===== config.mk =====
export PLATFORM = sky130hd
export DESIGN_NAME = fetch
export DESIGN_NICKNAME = d
export VERILOG_FILES = /design/src/rtl/fetch.sv
export SDC_FILE = /design/constraint.sdc
export NUM_CORES = 1
export LEC_CHECK = 0
export CAP_MARGIN = 20
export CORE_MARGIN = 2
export CORE_UTILIZATION = 45
export DETAILED_ROUTE_END_ITERATION = 12
export PLACE_DENSITY_LB_ADDON = 0.25
export REMOVE_ABC_BUFFERS = 1
export SLEW_MARGIN = 15
export SYNTH_ARGS = -nofsm -noshare
export SYNTH_HDL_FRONTEND = slang
export SYNTH_SLANG_ARGS = --single-unit
export TNS_END_PERCENT = 1

===== constraint.sdc =====
create_clock -name clk -period 3.46 [get_ports clk]
set_input_delay 0.346 -clock clk [delete_from_list [all_inputs] [get_ports clk]]
set_output_delay 0.346 -clock clk [all_outputs]
set_load 0.03 [all_outputs]

===== src/rtl/fetch.sv =====
// Instruction fetch unit: issues sequential word fetches on a req/ack memory
// port, buffers returned words in a 2-entry FIFO and streams {pc, word} to
// decode. A redirect restarts fetch at a new PC, flushing buffered words and
// dropping any response that is still in flight.
//
// Handshakes:
//   imem side  - imem_req/imem_addr are registered and held until the cycle
//                with imem_ack=1; imem_rdata is taken in that same cycle.
//   decode side - insn_valid/insn/insn_pc come straight from the FIFO head
//                registers; a transfer (pop) happens on every rising edge
//                where insn_valid & insn_ready. insn_valid never depends on
//                insn_ready combinationally.
module fetch #(
    parameter logic [31:0] RESET_PC = 32'h0000_0000
) (
    input  logic        clk,
    input  logic        rst_n,
    output logic        imem_req,
    output logic [31:0] imem_addr,
    input  logic        imem_ack,
    input  logic [31:0] imem_rdata,
    input  logic        redirect,
    input  logic [31:0] redirect_pc,
    output logic        insn_valid,
    output logic [31:0] insn,
    output logic [31:0] insn_pc,
    input  logic        insn_ready,
    output logic        fault
);

    typedef enum logic [1:0] {
        ST_IDLE  = 2'd0,
        ST_BUSY  = 2'd1,
        ST_FAULT = 2'd2
    } state_t;

    state_t      state;
    state_t      state_d;
    logic [31:0] pc;
    logic [31:0] pc_d;
    logic [31:0] addr_d;
    logic        drop;
    logic        drop_d;
    logic        fault_d;

    // FIFO: head lives in insn/insn_pc, second entry in tail_*.
    logic [1:0]  count;
    logic [31:0] tail_pc;
    logic [31:0] tail_word;

    logic        pop;
    logic        push;
    logic        flush;
    logic        misaligned;
    logic [1:0]  count_after_pop;

    assign insn_valid      = (count != 2'd0);
    assign pop             = insn_valid & insn_ready;
    assign flush           = redirect;
    assign misaligned      = (redirect_pc[1:0] != 2'b00);
    assign count_after_pop = count - {1'b0, pop};

    // Next-state logic: redirect overrides everything; otherwise issue a new
    // request whenever the FIFO is guaranteed room for its response.
    always_comb begin
        state_d = state;
        pc_d    = pc;
        addr_d  = imem_addr;
        drop_d  = drop;
        fault_d = fault;
        push    = 1'b0;
        if (redirect) begin
            pc_d    = redirect_pc;
            fault_d = misaligned;
            if (state == ST_BUSY && !imem_ack) begin
                // Response still owed: keep the address stable, throw the
                // word away when it arrives, decide where to go after that.
                drop_d = 1'b1;
            end else begin
                drop_d  = 1'b0;
                state_d = misaligned ? ST_FAULT : ST_IDLE;
            end
        end else begin
            case (state)
                ST_IDLE: begin
                    if (count_after_pop < 2'd2) begin
                        state_d = ST_BUSY;
                        addr_d  = pc;
                        pc_d    = pc + 32'd4;
                    end
                end
                ST_BUSY: begin
                    if (imem_ack) begin
                        push   = ~drop;
                        drop_d = 1'b0;
                        if (fault) begin
                            // Misaligned redirect was waiting on this ack.
                            state_d = ST_FAULT;
                        end else if ((count_after_pop + {1'b0, ~drop}) < 2'd2) begin
                            addr_d = pc;
                            pc_d   = pc + 32'd4;
                        end else begin
                            state_d = ST_IDLE;
                        end
                    end
                end
                default: begin
                end
            endcase
        end
    end

    // Control registers: state, pc, request address/strobe, drop and fault.
    always_ff @(posedge clk or negedge rst_n) begin
        if (!rst_n) begin
            state     <= ST_IDLE;
            pc        <= RESET_PC;
            imem_addr <= RESET_PC;
            imem_req  <= 1'b0;
            drop      <= 1'b0;
            fault     <= 1'b0;
        end else begin
            state     <= state_d;
            pc        <= pc_d;
            imem_addr <= addr_d;
            imem_req  <= (state_d == ST_BUSY);
            drop      <= drop_d;
            fault     <= fault_d;
        end
    end

    // FIFO update: flush wins; otherwise shift on pop and write the acked
    // word into the first free slot after any pop.
    always_ff @(posedge clk or negedge rst_n) begin
        if (!rst_n) begin
            count     <= 2'd0;
            insn      <= 32'd0;
            insn_pc   <= 32'd0;
            tail_word <= 32'd0;
            tail_pc   <= 32'd0;
        end else if (flush) begin
            count <= 2'd0;
        end else begin
            case ({push, pop})
                2'b01: begin
                    insn    <= tail_word;
                    insn_pc <= tail_pc;
                    count   <= count - 2'd1;
                end
                2'b10: begin
                    if (count == 2'd0) begin
                        insn    <= imem_rdata;
                        insn_pc <= imem_addr;
                    end else begin
                        tail_word <= imem_rdata;
                        tail_pc   <= imem_addr;
                    end
                    count <= count + 2'd1;
                end
                2'b11: begin
                    if (count == 2'd1) begin
                        insn    <= imem_rdata;
                        insn_pc <= imem_addr;
                    end else begin
                        insn      <= tail_word;
                        insn_pc   <= tail_pc;
                        tail_word <= imem_rdata;
                        tail_pc   <= imem_addr;
                    end
                end
                default: begin
                end
            endcase
        end
    end

endmodule


==> metrics.txt, run 1 <==
status finished clean; DR WL/cell 17.2 um; largest family of logic cells by synthesized area multiplexers; largest net degree at the start of global routing approximately 100; antenna-violating nets left 0; achievable clock frequency 312 MHz; Max-Cap Viols 0; P_sw 2.22 mW; worst rel slew slack between 30% and 40%; # clock sinks 199; Arrival @ worst endpoint about 3.5 ns; critical path class register to register; Crit Path Max Fanout 13; Reg-to-Reg Start count[1]; starting density of the core 45.9%; post-cts resize count 0; Inst Count DP 1,084; DRC errors left 0; routed vias/inst 5.27; leakage power 5.22 nW; post-synth cell types between 40 and 50; length of the first detailed-routing pass in iterations 4; Congestion Overflow GR 0; post-synthesis mux area share 28.9%; dpl hpwl 13,100 um; RSZ-0062 raised after global routing no; PortBufs ~170; clock latency on the worst-skew pair 0.42 ns; final hold viol count 0; Yosys warning count 0; final worst slack 0.259 ns; Post-Route WL 19,200 um; vias post-DR 5,886; CTS Root Cell clkbuf_16; Post-Route Utilization 59.2%; initial DRC count about 210; EDFF count, synth 0; Worst VDD drop approximately 0.37 mV; most frequent cells in the layout 227 x mux2_2, 199 x dfrtp_1, 165 x clkdlybuf4s50_1; R2R Setup Slk 0.26 ns; Hold WC Path Type input pin to async pin; Max Slew Vio Count 0; post-synthesis simple-gate area fraction 7.32%; Top cell by count, worst path inv_1; Comb pwr share 28.1%; H-tree Lvls 4; TritonCTS clock tree yes; FF-to-FF End pc[28]; layout cells sized above 1 approximately a third; Worst-Margin Slew between 0.9 and 1 ns; clk_skew 0.0107 ns; initial antenna violation count 3; Primary FF master, synth dfrtp_1; Async S/R FF share, synth 100%; fin cells 1,117; Post-CTS Setup Inserts 0; gr usage total 18.9%; IO Pins 168; crit path from count[1]; worst slack, placed 0.197 ns; Worst path slowest cell or4_4; Avg Cell Area, Syn 13.3 um^2; CTS Buf Count 17; reg2reg path depth 11; hold slack final 0.0162 ns; vias in the first global route 6,280; #FFs+latches synth 199; PwrDens 605 mW/mm^2; CP max stage delay between 0.6 and 0.7 ns; CP cell instances inv_1 > ha_1 > inv_1 > nand2_2 > inv_1 > ha_1 > o21ai_0 > mux2i_2 > or4_4 > or4_1 > a31oi_1; Setup crit end pc[28]; most common cell after layout, fill and taps aside mux2_2; Max Root-Sink Buffers 2; first-pass GRT wire length between 30,000 and 40,000 um; Sw Share 31.8%; Data required, critical path 3.80 ns; instance count on the critical path 11; Die Span Y between 100 and 150 um; internal power 4.77 mW; Crit path buffers/inverters 3; register area share after synthesis a little under three fifths; Setup Viol. Count Final 0; Syn Inst Count 674; CP top delay family simple AND/OR/NAND/NOR gates; FILL cells 1,579; row count 51; Synth Area in Compound Gates 3.39%; Pwr Total around 7 mW; post-synthesis adder-cell area fraction 0.559%; die footprint 0.0211 mm^2; core area 0.0195 mm^2; final worst path period need 3.20 ns; Sequential Power Share a little over two fifths; final worst-path cycle share between 90 and 100%; Startpoint Class register; routability cong. between 0.8 and 0.9; Die Span X 145 um; Clk pwr share about 29%; Final nets 911; XOR/XNOR Fraction of Synth Area 2.26%; Critical Path Sink Type register; # hold bufs at CTS 0; clock transition at the registers of the reported paths roughly 0.07 ns; Area Overhead vs Synth 29.1%; mapped cell area ~0.0090 mm^2
flip-flops by register name, summed over array words and instances (netlist names), 2 cells and up:
register and count:
count 2, imem_addr 32, insn 32, insn_pc 32, pc 32, state 2
tail_pc 32, tail_word 32
worst min-delay path by stage:
| stage | end | cells past startpoint | slack [ns] | startpoint |
|---|---|---|---|---|
| 6_report | insn[1] | 1 | 0.02 | rst_n |
| 4_1_cts | insn[1] | 1 | 0.05 | rst_n |
| 3_3_place_gp | tail_word[5] | 1 | 0.48 | tail_word[5] |
| 3_5_place_dp | tail_pc[7] | 1 | 0.49 | tail_pc[7] |
| 2_1_floorplan | count[0] | 0 | 0.05 | rst_n |
| 5_1_grt | insn[1] | 1 | 0.08 | rst_n |
per-layer routing:
layer	share of wire (%)	wire (um)	vias up	GRT usage, %
li1	-	-	2761	-
met1	45	8600	2945	24.5
met2	48	9300	154	31.8
met3	5.6	1080	22	5.28
met4	0.97	187	4	4.56
met5	0.15	29	-	0
power groups by stage:
stage,clock network (mW),logic (mW),registers [mW]
after floorplan,0,0.609,3.50
after global placement,0,1.94,3.05
after detailed placement,0,1.97,3.07
after CTS,2.06,1.98,3.03
after global routing,2.18,2.08,3.10
final,2.00,1.97,3.02
layout make-up:
cell class	count	area, um^2	share of cell area [%]
Clock inverter	9	114	0.984
Tap cell	265	332	2.87
Clock buffer	22	484	4.19
Timing Repair Buffer	181	1790	15.5
Antenna cell	2	5.00	0.0433
Multi-Input combinational cell	432	3840	33.2
Sequential cell	199	4980	43.1
Inverter	7	26.3	0.227
Yosys cell counts (all sizes together), types with 2 or more instances:
cell type  count  share of area, %
o21ai         25               1.4
nand4         10              0.70
nor3          10              0.61
nand2b         2              0.14
xor2           3              0.29
xnor2         18               2.0
and4           4              0.39
dfrtp        199                56
o21a           2              0.17
or4            3              0.29
nand3b         2              0.17
buf           15              0.84
nand3         10              0.56
nor4           9              0.63
or3            7              0.49
clkbuf        21              0.88
mux2         228                29
nor2          27               1.2
a31oi          8              0.56
nor3b          4              0.34
o31ai          2              0.17
inv            7              0.29
nor4b          2              0.20
nand2         32               1.3
mux2i          2              0.22
ha             4              0.56
a21oi          7              0.39
cells by family after synthesis:
logic type,Yosys count
fa+ha+maj,4
flops,199
xor+xnor,21
simple gates,126
compound gates,51
mux,230
buf+inv,43
stage by stage:
| step | area (um^2) | setup TNS (ns) |
|---|---|---|
| global placement | 11000 | 0 |
| global route | 11600 | 0 |
| CTS | 11600 | 0 |
| floorplan | 8810 | -57.66 |
| finish | 11600 | 0 |
| detailed placement | 11000 | 0 |
No activity file was read; power rests on OpenSTA's default activity.
==> run 2: changes to the inputs <==
--- a/config.mk
+++ b/config.mk
@@ -7,7 +7,7 @@
 export LEC_CHECK = 0
 export CAP_MARGIN = 20
 export CORE_MARGIN = 2
-export CORE_UTILIZATION = 45
+export CORE_UTILIZATION = 52
 export DETAILED_ROUTE_END_ITERATION = 12
 export PLACE_DENSITY_LB_ADDON = 0.25
 export REMOVE_ABC_BUFFERS = 1
==> metrics.txt, run 2 (synthesized netlist as in run 1, its figures left out) <==
routed vias/inst 5.53 (+5.0%); initial DRC count 349 (+64%); Sw Share 31.5% (-0.33 points); CTS Root Cell clkbuf_16; achievable clock frequency 308 MHz (-1.5%); Max Slew Vio Count 0 (unchanged); P_sw 2.26 mW (+1.5%); final worst path period need 3.25 ns (+0.0502 ns); internal power 4.91 mW (+3.0%); leakage power 5.24 nW (+0.43%); worst slack, placed 0.106 ns (-0.0905 ns); DR WL/cell 17.9 um (+4.0%); gr usage total 22.1% (+3.1 points); core area 0.0167 mm^2 (-14%); RSZ-0062 raised after global routing no; largest net degree at the start of global routing 96 (-7.7%); antenna diode count 0 (-2); die footprint 0.0183 mm^2 (-13%); Worst VDD drop 0.399 mV (+6.5%); TritonCTS clock tree yes; status finished with violations; antenna-violating nets left 0 (unchanged); Clk pwr share 30.3% (+1.7 points); Congestion Overflow GR 0 (unchanged); Comb pwr share 27.6% (-0.5 points); PortBufs 167 (unchanged); clock latency on the worst-skew pair 0.43 ns (about the same); PwrDens 620 mW/mm^2 (+2.5%); most common cell after layout, fill and taps aside mux2_2; Setup Viol. Count Final 0 (unchanged); vias in the first global route 6,343 (+1.0%); final worst slack 0.208 ns (-0.0502 ns); failing checks negative hold slack; starting density of the core 53.6% (+7.8 points); post-route cell area 0.0116 mm^2 (about the same); first-pass GRT wire length 31,800 um (-2.4%); fin cells 1,068 (-4.4%); hold slack final -0.0189 ns (-0.0351 ns); length of the first detailed-routing pass in iterations 5 (+1); crit path from count[1]; Post-Route Utilization 69.3% (+10 points); Area Overhead vs Synth 29.1% (about the same); routability cong. 0.802 (-8.1%); Critical Path Sink Type register; Max Root-Sink Buffers 2 (unchanged); # hold bufs at CTS 0 (unchanged); CTS Buf Count 17 (unchanged); Arrival @ worst endpoint 3.60 ns (+0.06 ns); Startpoint Class register; Post-Route WL 19,100 um (-0.53%); Max-Cap Viols 0 (unchanged); # clock sinks 199 (unchanged); H-tree Lvls 4 (unchanged); Sequential Power Share 42.2% (-1.1 points); most frequent cells in the layout 227 x mux2_2, 199 x dfrtp_1, 165 x clkdlybuf4s50_1; Reg-to-Reg Start count[1]; Data required, critical path 3.81 ns (about the same); layout cells sized above 1 33.6% (-0.039 points); clk_skew 0.00857 ns (-0.00209 ns); Post-CTS Setup Inserts 0 (unchanged); Hold WC Path Type input pin to async pin; vias post-DR 5,907 (+0.36%); FILL cells 1,192 (-25%); Crit Path Max Fanout 13 (unchanged); clock transition at the registers of the reported paths 0.07 ns (about the same); worst rel slew slack 48.8% (+9.7 points); met1 WL 8300 um (-3.5%); critical path class register to register; routed length on met2 9290 um (-0.16%); initial antenna violation count 0 (-3); reg2reg path depth 11 (unchanged); met3 wire len 1130 um (+4.4%); Die Span X 135 um (-6.8%); Die Span Y 135 um (-6.8%); dpl hpwl 13,200 um (+0.62%); Inst Count DP 1,036 (-4.4%); DRC errors left 0 (unchanged); Worst-Margin Slew 0.767 ns (-0.146 ns); Final nets 908 (-0.33%); Max Used Layer met4; placed cell areas 0.0109 mm^2 (-0.49%); final worst-path cycle share 94.0% (+1.5 points); row count 47 (-7.8%); IO Pins 168 (unchanged); final hold viol count 14 (+14)
## run 2: critical path, stage by stage, from the launching register on
cell and delay [ns]:
dfrtp_1 0.47, inv_1 0.12, ha_1 0.21, inv_1 0.08, nand2_2 0.13, inv_1 0.12, ha_1 0.26, xnor2_4 0.26
a32oi_2 0.16, or4_4 0.66, or4_1 0.52, a31oi_1 0.18
## run 2: path summary, 6_finish.rpt
check,slack (ns),to
worst max-delay path,0.21,pc[28]
worst min-delay path,-0.02,tail_word[29]
worst max register to register,0.21,pc[28]
worst min register to register,0.50,tail_word[7]
max in group asynchronous,2.60,tail_word[30]
min in group clk,0.41,fault
## run 2: routing by layer
layer	track usage [%]	vias to the layer above
met2	36.9	166
met3	5.35	30
met4	7.93	0
met1	28.2	2946
met5	0	-
li1	-	2765
## run 2: what timing repair did
action / CTS / global route
gates resized for setup: 0 / 2
setup endpoints to repair: 0 / 23
endpoints found under the hold margin: 0 / 0
## run 2: area by class of cell
cell class	instances	area, um^2	share of cell area, %
Clock buffer	17	425	3.68
Clock inverter	15	224	1.94
Inverter	7	26.3	0.227
Multi-Input combinational cell	432	3840	33.2
Sequential cell	199	4980	43.1
Tap cell	220	275	2.38
Timing Repair Buffer	178	1790	15.5
## run 2: power groups by stage
stage / logic, mW / clock network (mW) / registers (mW)
2_1_floorplan: 0.609 / 0 / 3.50
3_3_place_gp: 1.94 / 0 / 3.04
3_5_place_dp: 1.98 / 0 / 3.06
4_1_cts: 2.00 / 2.21 / 3.03
5_1_grt: 2.10 / 2.32 / 3.08
6_report: 1.98 / 2.17 / 3.02
## run 2: through the flow
step                power (mW)  TNS (ns)
floorplan                 4.11    -57.66
global placement          4.98         0
detailed placement        5.05         0
CTS                       7.23         0
global route              7.50         0
finish                    7.17         0
